## config.mk

```make
export PLATFORM = sky130hd
export DESIGN_NAME = scr1_pipe_sleep_ctrl
export DESIGN_NICKNAME = d
export VERILOG_FILES = /design/src/rtl/scr1_sleep_pkg.sv /design/src/rtl/scr1_sleep_cnt.sv /design/src/rtl/scr1_pipe_sleep_ctrl.sv
export SDC_FILE = /design/constraint.sdc
export NUM_CORES = 1
export LEC_CHECK = 0
export BUFFER_PORTS_ARGS = -buffer_cell sky130_fd_sc_hd__buf_2
export CORE_AREA = 2 2 48 50
export CTS_BUF_LIST = sky130_fd_sc_hd__clkbuf_4 sky130_fd_sc_hd__clkbuf_8
export CTS_CLUSTER_DIAMETER = 150
export CTS_CLUSTER_SIZE = 10
export DETAILED_ROUTE_END_ITERATION = 10
export DIE_AREA = 0 0 50 52
export PLACE_DENSITY = 0.78
export SYNTH_ARGS = -nofsm -noshare
export SYNTH_HDL_FRONTEND = slang
export SYNTH_SLANG_ARGS = --single-unit
```

## constraint.sdc

```tcl
create_clock -name clk -period 6.75 [get_ports clk]
set_input_delay 0.675 -clock clk [delete_from_list [all_inputs] [get_ports clk]]
set_output_delay 0.675 -clock clk [all_outputs]
set_load 0.1 [all_outputs]
```

## src/rtl/scr1_sleep_pkg.sv

```systemverilog
// Shared types and sizing helpers for the pipeline sleep controller.
package scr1_sleep_pkg;

    typedef enum logic [2:0] {
        RUN       = 3'd0,
        DRAIN     = 3'd1,
        SLEEP_REQ = 3'd2,
        SLEEP     = 3'd3,
        WAKE      = 3'd4
    } sleep_state_e;

    typedef enum logic [1:0] {
        CAUSE_NONE = 2'b00,
        CAUSE_IRQ  = 2'b01,
        CAUSE_DBG  = 2'b10,
        CAUSE_TMO  = 2'b11
    } wake_cause_e;

    // Both counters share one width, sized for the larger of the two limits.
    function automatic int cnt_width(input int drain_timeout, input int wake_settle);
        int max_val;
        max_val = (drain_timeout > wake_settle) ? drain_timeout : wake_settle;
        return (max_val < 1) ? 1 : $clog2(max_val + 1);
    endfunction

endpackage

```

## src/rtl/scr1_sleep_cnt.sv

```systemverilog
// Loadable saturating down-counter; o_zero flags a count of zero.
module scr1_sleep_cnt
    import scr1_sleep_pkg::*;
#(
    parameter int W = 4
) (
    input  logic         clk,
    input  logic         rst,
    input  logic         i_load,
    input  logic [W-1:0] i_load_val,
    input  logic         i_dec,
    output logic         o_zero
);

    logic [W-1:0] r_cnt;

    // NOTE: sequential state uses non-blocking assignments so every flop samples pre-edge values.
    always_ff @(posedge clk or posedge rst) begin
        if (rst) begin
            r_cnt <= '0;
        end else if (i_load) begin
            r_cnt <= i_load_val;
        end else if (i_dec && (r_cnt != '0)) begin
            r_cnt <= r_cnt - 1'b1;
        end
    end

    assign o_zero = (r_cnt == '0);

endmodule

```

## src/rtl/scr1_pipe_sleep_ctrl.sv

```systemverilog
// WFI sleep/wake sequencer: drains the pipeline, requests clock gating and
// wakes on interrupt, debug halt or drain timeout. All outputs decode registers.
module scr1_pipe_sleep_ctrl
    import scr1_sleep_pkg::*;
#(
    parameter int DRAIN_TIMEOUT = 64,
    parameter int WAKE_SETTLE   = 2
) (
    input  logic       clk,
    input  logic       rst,
    input  logic       wfi_req,
    input  logic       pipe_idle,
    input  logic       irq_pending,
    input  logic       dbg_halt_req,
    input  logic       clk_pipe_en,
    output logic       sleep_pipe,
    output logic       wake_pipe,
    output logic       wfi_busy,
    output logic       pipe_asleep,
    output logic [1:0] wake_cause
);

    localparam int            CW          = cnt_width(DRAIN_TIMEOUT, WAKE_SETTLE);
    localparam bit            TMO_EN      = (DRAIN_TIMEOUT > 0);
    localparam logic [CW-1:0] DRAIN_LOAD  = TMO_EN ? CW'(DRAIN_TIMEOUT - 1) : '0;
    localparam logic [CW-1:0] SETTLE_LOAD = (WAKE_SETTLE > 1) ? CW'(WAKE_SETTLE - 1) : '0;

    sleep_state_e r_state;
    sleep_state_e w_state_nxt;
    wake_cause_e  r_cause;
    wake_cause_e  w_cause_nxt;
    wake_cause_e  w_ev_cause;
    logic         r_settle;
    logic         w_settle_nxt;
    logic         w_wake_ev;
    logic         w_drain_load;
    logic         w_settle_load;
    logic         w_drain_zero;
    logic         w_settle_zero;

    assign w_wake_ev  = irq_pending | dbg_halt_req;
    assign w_ev_cause = dbg_halt_req ? CAUSE_DBG : CAUSE_IRQ;

    // NOTE: every always_comb output gets a default first so no path infers a latch.
    always_comb begin
        w_state_nxt   = r_state;
        w_cause_nxt   = r_cause;
        w_settle_nxt  = r_settle;
        w_drain_load  = 1'b0;
        w_settle_load = 1'b0;
        case (r_state)
            RUN: begin
                if (wfi_req) begin
                    if (w_wake_ev) begin
                        w_cause_nxt = w_ev_cause;
                    end else begin
                        w_state_nxt  = DRAIN;
                        w_drain_load = 1'b1;
                    end
                end
            end
            DRAIN: begin
                // The pipe clock is still running here, so the wake can go straight to settling.
                if (w_wake_ev || (!pipe_idle && TMO_EN && w_drain_zero)) begin
                    w_state_nxt   = WAKE;
                    w_cause_nxt   = w_wake_ev ? w_ev_cause : CAUSE_TMO;
                    w_settle_nxt  = clk_pipe_en;
                    w_settle_load = clk_pipe_en;
                end else if (pipe_idle) begin
                    w_state_nxt = SLEEP_REQ;
                end
            end
            SLEEP_REQ: begin
                if (w_wake_ev) begin
                    w_state_nxt  = WAKE;
                    w_cause_nxt  = w_ev_cause;
                    w_settle_nxt = 1'b0;
                end else if (!clk_pipe_en) begin
                    w_state_nxt = SLEEP;
                end
            end
            SLEEP: begin
                if (w_wake_ev) begin
                    w_state_nxt  = WAKE;
                    w_cause_nxt  = w_ev_cause;
                    w_settle_nxt = 1'b0;
                end
            end
            WAKE: begin
                if (!r_settle) begin
                    if (clk_pipe_en) begin
                        w_settle_nxt  = 1'b1;
                        w_settle_load = 1'b1;
                    end
                end else if (w_settle_zero) begin
                    w_state_nxt  = RUN;
                    w_settle_nxt = 1'b0;
                end
            end
            default: begin
                w_state_nxt  = RUN;
                w_settle_nxt = 1'b0;
            end
        endcase
    end

    always_ff @(posedge clk or posedge rst) begin
        if (rst) begin
            r_state  <= RUN;
            r_cause  <= CAUSE_NONE;
            r_settle <= 1'b0;
        end else begin
            r_state  <= w_state_nxt;
            r_cause  <= w_cause_nxt;
            r_settle <= w_settle_nxt;
        end
    end

    scr1_sleep_cnt #(.W(CW)) u_drain_cnt (
        .clk        (clk),
        .rst        (rst),
        .i_load     (w_drain_load),
        .i_load_val (DRAIN_LOAD),
        .i_dec      (r_state == DRAIN),
        .o_zero     (w_drain_zero)
    );

    scr1_sleep_cnt #(.W(CW)) u_settle_cnt (
        .clk        (clk),
        .rst        (rst),
        .i_load     (w_settle_load),
        .i_load_val (SETTLE_LOAD),
        .i_dec      ((r_state == WAKE) && r_settle),
        .o_zero     (w_settle_zero)
    );

    assign sleep_pipe  = (r_state == SLEEP_REQ);
    assign wake_pipe   = (r_state == WAKE) && !r_settle;
    assign wfi_busy    = (r_state != RUN);
    assign pipe_asleep = (r_state == SLEEP);
    assign wake_cause  = r_cause;

endmodule

```

Word level (Yosys, flattened, before mapping)
Cells that the tools add are included.
- register bits: 20
- input bits: 7
- output and inout bits: 6
- logic and storage cells: 75
- add/subtract/negate cells: 2
- equal/unequal tests: 13
- muxes and demuxes: 32
- bitwise gates (word level): 2
- reduce and logical (&&, ||, !) cells: 21
- operator list (cell ; number):
    two-way mux 7 bit ; 4
    two-way mux 3 bit ; 9
    one-hot mux 3 bit (5 select lines) ; 1
    logical NOT 7 bit ; 2
    nonzero test 7 bit ; 2
    subtractor 7 x 1 -> 7 bit (second input constant) ; 2
    two-way mux 1 bit ; 10
    two-way mux 2 bit ; 5
    inequality test 2 bit (second input constant) ; 4
    AND reduction 7 bit ; 1
    equality test 3 x 2 -> 1 bit (second input constant) ; 2
    inequality test 2 x 1 -> 1 bit (second input constant) ; 3
    one-hot mux 2 bit (3 select lines) ; 1
    AND reduction 3 bit ; 2
    nonzero test 3 bit ; 2
    logical AND 1 bit ; 5
    one-hot mux 1 bit (4 select lines) ; 1
    nonzero test 2 bit ; 2
    equality test 3 x 1 -> 1 bit (second input constant) ; 1
    equality test 3 bit (second input constant) ; 1
    logical NOT 3 bit ; 1
    inequality test 3 x 2 -> 1 bit (second input constant) ; 1
    inequality test 3 bit (second input constant) ; 1
    logical NOT 1 bit ; 2
    other kinds (5) ; 5

Depth between registers and ports, before layout
Gate-level depths: netlist (run 1).
- depth after elaboration: 6
- depth in mapped cells: 6
- mapped depth without buffers: 6

By module
Synthesis (run 1) repeated with hierarchy kept, for this count alone.
- cell total of the unflattened synthesis: 167
- area total of the unflattened synthesis: 1461.4 µm²
- modules (own cells, without submodules) (module ; times used ; cells each ; area each (µm²) ; sequential area each (µm²)):
    scr1_sleep_cnt ; 2 ; 58 ; 504.2 ; 175.2
    scr1_pipe_sleep_ctrl ; 1 ; 51 ; 452.9 ; 150.1

Worst setup path before layout (run 1)
OpenSTA, ideal clock, no wires.
- kind: register -> register
- from: register r_state[2]
- to: register r_settle
- setup time: 67 ps
- data arrival time: 4660 ps
- required time: 6683 ps
- slack: 2023 ps
- cell stages (with the launch flop): 6
- path buffers: 1
- clock period less this slack: 4727 ps
- cell sequence: dfrtp_1 > clkbuf_1 > nor4b_1 > nor3_1 > a211oi_4 > a311o_1
- word-level cells in the longest chain between the ends: 4
- elaborated cells on any way between the ends: 11
- classes of those cells: eq/ne (6); mux (1); bitwise (1); reduce/logical (3)
- ends and longest elaborated chain (what ; line ; text):
    start: declaration ; scr1_pipe_sleep_ctrl.sv:28 ; sleep_state_e r_state;
    start signal: assignment ; scr1_pipe_sleep_ctrl.sv:113 ; r_state <= w_state_nxt;
    equality test 3 x 2 -> 1 bit ; scr1_pipe_sleep_ctrl.sv:51 ; case (r_state)
    OR reduction 2 bit (no line) ; -- ;
    inequality test 2 x 1 -> 1 bit (no line) ; -- ;
    AND reduction 3 bit (no line) ; -- ;
    end signal: assignment ; scr1_pipe_sleep_ctrl.sv:115 ; r_settle <= w_settle_nxt;
    end: declaration ; scr1_pipe_sleep_ctrl.sv:33 ; logic r_settle;
Several ways; a longest one is shown, not always the timed one.
A chain may end at the register's enable or synchronous reset.

Worst setup path in the final report (run 1)
- from: register r_state[1]
- to: output wake_pipe
- word-level cells in the longest chain between the ends: 2
- ends and longest elaborated chain (what ; line ; text):
    equality test 3 bit ; scr1_pipe_sleep_ctrl.sv:138 ; assign wake_pipe = (r_state == WAKE) && !r_settle;
    logical AND 1 bit ; scr1_pipe_sleep_ctrl.sv:138 ;
    end: declaration ; scr1_pipe_sleep_ctrl.sv:17 ; output logic wake_pipe,
No other way between the ends.

==> run_results.csv, run 1 <==
group,metric,value,unit
setup_path,critPathMaxFanout,12,
timing,finalCritPeriodShare,0.355,
timing,hold_violations,0,
setup_path,critPathCaptureType,"output port",
timing,finalSetupViolations,0,
timing,slew_violations,0,
clock_network,cts_sinks,20,
global_routing,grt_pass1_vias,937,
route,drcViolationCount,0,
global_routing,met3_usage,0.0345,
cells_and_area,n_antenna_cell,0,
route,drt-initial-drc-count,33,
synth,ys_ff_latch,20,
synth,syn_avg_cell_area,9.58,um^2
clock_network,cts_tree,"built",
global_routing,met1_usage,0.260,
cells_and_area,drive_above_1_share,0.145,
synth,synth_ff_type,"dfrtp_1",
route,viasPerCell,5.82,
setup_path,required,6.07,ns
global_routing,gr-total-overflow,0,
clock_network,htreeDepth,1,
clock_network,cts_root_buf,"clkbuf_4",
route,wl_per_cell,13.9,um
timing,min_period,2.40,ns
synth,synthTopCellsByArea,"dfrtp_1, xor2_1, ha_1",
setup_path,crit_chain,"nor4b_1 > buf_2",
setup_path,critPathArrivalTime,1.72,ns
setup_path,crit_buf_inv,1,
cells_and_area,postLayoutCoreUtil,0.626,
synth,synth-edff-count,0,
min_path,min_path_type,"primary input to asynchronous set/reset pin",
setup_path,cpPeakStageDelay,0.51,ns
synth,ys_async_sr_fraction,1.00,
synth,ys_types,38,
setup_path,start_kind,"flip-flop",
global_routing,antenna_found_initial,0,
synth,yosysTopAreaCellShare,0.418,
timing,hold_slack,0.484,ns
clock_network,numCtsBuffers,3,
clock_network,clkTransAtPathRegs,0.11,ns
synth,ys_warn_count,0,
timing,worst_slack,4.35,ns
placement,preCtsSetupSlack,4.48,ns
timing,tightestPinTransition,0.864,ns
setup_path,crit_type,"flip-flop to output port",
global_routing,grt_busiest_layer,"met2",
synth,synth_area,0.00120,mm^2
clock_network,clockBufferDepth,2,
setup_path,path_delay_family,"flip-flops",
global_routing,grt_max_degree,21,
pwr,power.density,400,mW/mm^2
placement,dp_hpwl,1.70,mm
route,vias,966,
timing,relSlewSlack,0.416,
clock_network,cts.repair.resized,0,
die,die_w,50,um
clock_network,insertion_delay,0.30,ns
run,max_cap_viol_count,0,
pwr,ir_drop,0.000256,V
global_routing,grt.met2_usage,0.355,
cells_and_area,finalNonFillerCells,166,
die,core_area,0.00211,mm^2
synth,synth_nets,136,
placement,dpl.cell_count,162,
clock_network,cts_setup_buffers,0,
pwr,power_leakage,0.000577,uW
setup_path,r2r-start,"u_drain_cnt.r_cnt[2]",
timing,rsz0062_at_grt,"false",
clock_network,hold_buffers,0,
route,drt-total-wl,2.31,mm
synth,synth_cells,125,
global_routing,grt_usage,0.209,
route,final_antenna_net_count,0,
timing,fmax,0.417,GHz
die,die_h,52,um
placement,port_buffers,12,
run_status,status,"completed",
die,ios,13,
synth,synth_top_cell_by_area,"dfrtp_1",
setup_path,cpMaxStageDelayCell,"dfrtp_1",
synth,ys_top_cells_by_count,"dfrtp_1, nor2_1, inv_1, nand2_1, xor2_1",
route,drt-pass1-iter-count,4,
placement,gp_congestion,0.866,
timing,fin_skew,0.00339,ns
setup_path,crit_start,"r_state[1]",
synth,ys_seq_area_frac,0.418,
die,initial_utilization,0.569,
global_routing,grt_pass1_wl,4.10,mm
timing,finalSetupTns,0,ns
cells_and_area,nets,150,
synth,synth.most_common_cell,"dfrtp_1",
die,die_area,0.00260,mm^2
die,rows,17,
cells_and_area,areaGrowthSynthToFinish,10.0,%
==> final cells by class <==
class                      instances  area, um^2
clock buffer                       4        36.3
fill                             186         788
inverter                           9        33.8
multi-input combinational         93         652
sequential                        20         500
tap                               28        35.0
timing repair buffer              12        60.1
==> power by group <==
part | leakage (uW) | total [uW] | switching, uW | internal (uW)
Clock | 0.0000210 | 70.2 | 37.3 | 32.9
Sequential | 0.000229 | 208 | 46.9 | 161
Combinational | 0.000326 | 248 | 168 | 80.1
==> layer usage <==
metal	vias up	routed length (um)
li1	477	-
met1	466	1040
met2	19	1180
met3	4	69
met4	0	25
met5	-	0
==> stage by stage <==
step                      total power [uW]  cell area, um^2
final                                  527             1320
after floorplan                        408             1200
after global placement                 446             1280
after CTS                              529             1320
after global routing                   566             1320
after detailed placement               456             1280
==> cell usage in the layout (no fill, tap or decap) <==
cell type and count:
a211oi_1 1, a211oi_4 1, a21boi_0 2, a21oi_1 3, a221o_2 1, a22oi_1 1
a311o_1 1, and2_1 1, and3_1 1, buf_2 12, clkbuf_4 3, clkbuf_8 1
dfrtp_1 20, ha_1 4, inv_1 9, mux2i_1 4, nand2_1 8, nand2b_1 6
nand3_1 2, nand4_1 2, nor2_1 12, nor2b_1 2, nor3_1 3, nor3b_1 5
nor4_1 3, nor4b_1 1, nor4bb_1 1, o2111ai_1 1, o211a_1 1, o211ai_1 6
o21a_1 1, o21ai_0 3, o22ai_1 2, o2bb2ai_1 1, or3_1 1, or4_1 1
or4_4 1, or4b_4 1, xnor2_1 2, xor2_1 7
==> flip-flops by register name, indices dropped and copies added (netlist names) <==
| name | cells |
|---|---|
| r_state | 3 |
| u_drain_cnt.r_cnt | 7 |
| r_settle | 1 |
| wake_cause | 2 |
| u_settle_cnt.r_cnt | 7 |
==> path summary, 6_finish.rpt <==
path	slack, ns	end	cells past startpoint
setup reg to reg	4.46	wake_cause[0]	4
setup / recovery	4.35	wake_pipe	2
hold reg to reg	0.55	wake_cause[1]	2
hold / removal	0.48	u_drain_cnt.r_cnt[6]	2
max in group asynchronous	5.80	r_state[2]	2
min in group clk	0.55	wake_cause[1]	2
==> cells by family (layout without fill, tap and decap cells) <==
family | count (synthesis) | in the layout | synth area share
AOI/OAI and AO/OA | 25 | 25 | 0.162
xor gates and xnor gates | 9 | 9 | 0.0658
adders and majority gates | 4 | 4 | 0.0418
buffers and inverters | 12 | 25 | 0.0376
DFF | 20 | 20 | 0.418
muxes | 4 | 4 | 0.0334
and+or+nand+nor | 51 | 51 | 0.241
Note: power is estimated with default switching activity, not from simulation.
==> run 2, diff against run 1 <==
clock period = 2.4 ns   (was 6.75 ns; I/O delays follow)
==> run 2 against run 1 <==
  * Cell count grew 1.2%
  * Largest power group unchanged
  * Core utilization grew 1.9 points
  * Non-clock buffer count grew 2
  * Flip-flop and latch count is the same
  * Highest routed layer unchanged
==> run_results.csv, run 2 (synthesis results as in run 1) <==
group,metric,value,unit
route,drcViolationCount,0,
setup_path,critPathCaptureType,"flip-flop",
timing,min_period,2.29,ns
die,die_area,0.00260,mm^2
timing,relSlewSlack,0.517,
pwr,ir_drop,0.000888,V
route,viasPerCell,5.85,
pwr,power_leakage,0.000594,uW
route,wl_per_cell,14.3,um
global_routing,grt_max_degree,21,
cells_and_area,areaGrowthSynthToFinish,13.4,%
timing,hold_violations,0,
clock_network,insertion_delay,0.30,ns
placement,dp_hpwl,1.76,mm
die,initial_utilization,0.569,
clock_network,htreeDepth,1,
route,wl_met3,54,um
setup_path,cpMaxStageDelayCell,"or4_4",
die,die_w,50,um
global_routing,antenna_found_initial,0,
clock_network,cts_sinks,20,
clock_network,cts_setup_buffers,0,
run_status,status,"completed",
timing,finalSetupTns,0,ns
timing,rsz0062_at_grt,"false",
die,rows,17,
pwr,p_int,787,uW
route,drt-pass1-iter-count,4,
setup_path,worst-r2r-setup-slack,0.11,ns
timing,finalSetupViolations,0,
clock_network,numCtsBuffers,3,
global_routing,gr-total-overflow,0,
cells_and_area,nets,152,
cells_and_area,n_antenna_cell,0,
setup_path,critPathArrivalTime,2.48,ns
setup_path,cpPeakStageDelay,0.59,ns
cells_and_area,largest_registers,"u_drain_cnt.r_cnt (7), u_settle_cnt.r_cnt (7), r_state (3)",
pwr,p_sw_frac,0.476,
pwr,pwr-share-seq,0.396,
setup_path,required,2.59,ns
clock_network,cts_root_buf,"clkbuf_4",
clock_network,cts.repair.resized,0,
setup_path,r2r_cells,4,
die,die_h,52,um
cells_and_area,final_cell_mix,"dfrtp_1, nor2_1, buf_2",
pwr,combinationalPowerShare,0.476,
cells_and_area,finalNonFillerCells,168,
clock_network,hold_buffers,0,
clock_network,clkTransAtPathRegs,0.11,ns
route,final_antenna_net_count,0,
setup_path,start_kind,"flip-flop",
placement,gp_congestion,0.822,
route,drt-total-wl,2.41,mm
min_path,min_path_type,"primary input to asynchronous set/reset pin",
setup_path,critPathMaxFanout,6,
route,drt-initial-drc-count,23,
route,routed.top_layer,"met4",
pwr,pwr-share-clk,0.128,
run,max_cap_viol_count,0,
route,wl_met2,1.23,mm
clock_network,cts_tree,"built",
placement,dpl.cell_count,164,
timing,fmax,0.436,GHz
placement,port_buffers,12,
timing,fin_skew,0.00142,ns
route,vias,982,
global_routing,grt_pass1_wl,4.15,mm
setup_path,crit_type,"flip-flop to flip-flop",
global_routing,grt_pass1_vias,908,
route,wl_met1,1.07,mm
global_routing,grt_usage,0.214,
pwr,power.switching,715,uW
timing,tightestPinTransition,0.723,ns
setup_path,crit_chain,"or4_4 > or4b_4 > a221o_2 > mux2i_1",
pwr,power.density,1110,mW/mm^2
cells_and_area,drive_above_1_share,0.179,
clock_network,clockBufferDepth,2,
timing,finalCritPeriodShare,0.955,
cells_and_area,fillers,178,
timing,slew_violations,0,
cells_and_area,layout_commonest_cell,"dfrtp_1",
die,ios,13,
die,core_area,0.00211,mm^2
## run 2: changes by cell type in the layout (fill, tap and decap cells not counted)
| cell | change |
|---|---|
| nor3_1 | -1 |
| buf_4 | +2 |
| nor4b_4 | +1 |
| nor4b_1 | -1 |
| nor3b_1 | -1 |
| nor3_2 | +1 |
| nor3b_2 | +1 |
## run 2: metal layers
layer	global-route usage	vias to the layer above
li1	-	479
met4	0.102	0
met5	0	-
met2	0.366	14
met3	0.0259	4
met1	0.269	485
## run 2: metrics by stage
step | hold slack, ns | area, um^2 | setup WS, ns | total power [uW] | utilization
CTS | 0.0670 | 1360 | 0.105 | 1510 | 0.645
detailed placement | 0.404 | 1320 | 0.112 | 1310 | 0.627
global placement | 0.399 | 1320 | 0.170 | 1280 | 0.627
floorplan | 0.204 | 1220 | -0.00511 | 1160 | -
global route | 0.121 | 1360 | 0.0296 | 1620 | 0.645
finish | 0.0427 | 1360 | 0.108 | 1500 | 0.645
## run 2: worst max-delay path: cells and delay by family, from the launching register on
| kind | cells | cell delay (ns) |
|---|---|---|
| DFF | 1 | 0.44 |
| and+or+nand+nor | 2 | 1.17 |
| AOI/OAI and AO/OA | 1 | 0.44 |
| muxes | 1 | 0.13 |
## run 2: area by class of cell
type	instances	area, um^2	area share
Sequential cell	20	500	0.369
Multi-Input combinational cell	93	677	0.499
Clock buffer	4	36.3	0.0267
Timing Repair Buffer	14	75.1	0.0553
Inverter	9	33.8	0.0249
Tap cell	28	35.0	0.0258
## run 2: final timing paths
check                                         to            startpoint
min in group clk                      r_state[1]           irq_pending
setup / recovery                   wake_cause[1]  u_drain_cnt.r_cnt[2]
setup reg to reg                   wake_cause[1]  u_drain_cnt.r_cnt[2]
hold / removal              u_drain_cnt.r_cnt[1]                   rst
max in group asynchronous  u_settle_cnt.r_cnt[4]                   rst
hold reg to reg                    wake_cause[0]         wake_cause[0]
## run 2: power groups by stage
stage	Sequential (uW)	Clock [uW]	Combinational (uW)
floorplan	674	0	484
global placement	590	0	694
detailed placement	596	0	716
CTS	590	199	717
global route	616	211	793
finish	594	192	715
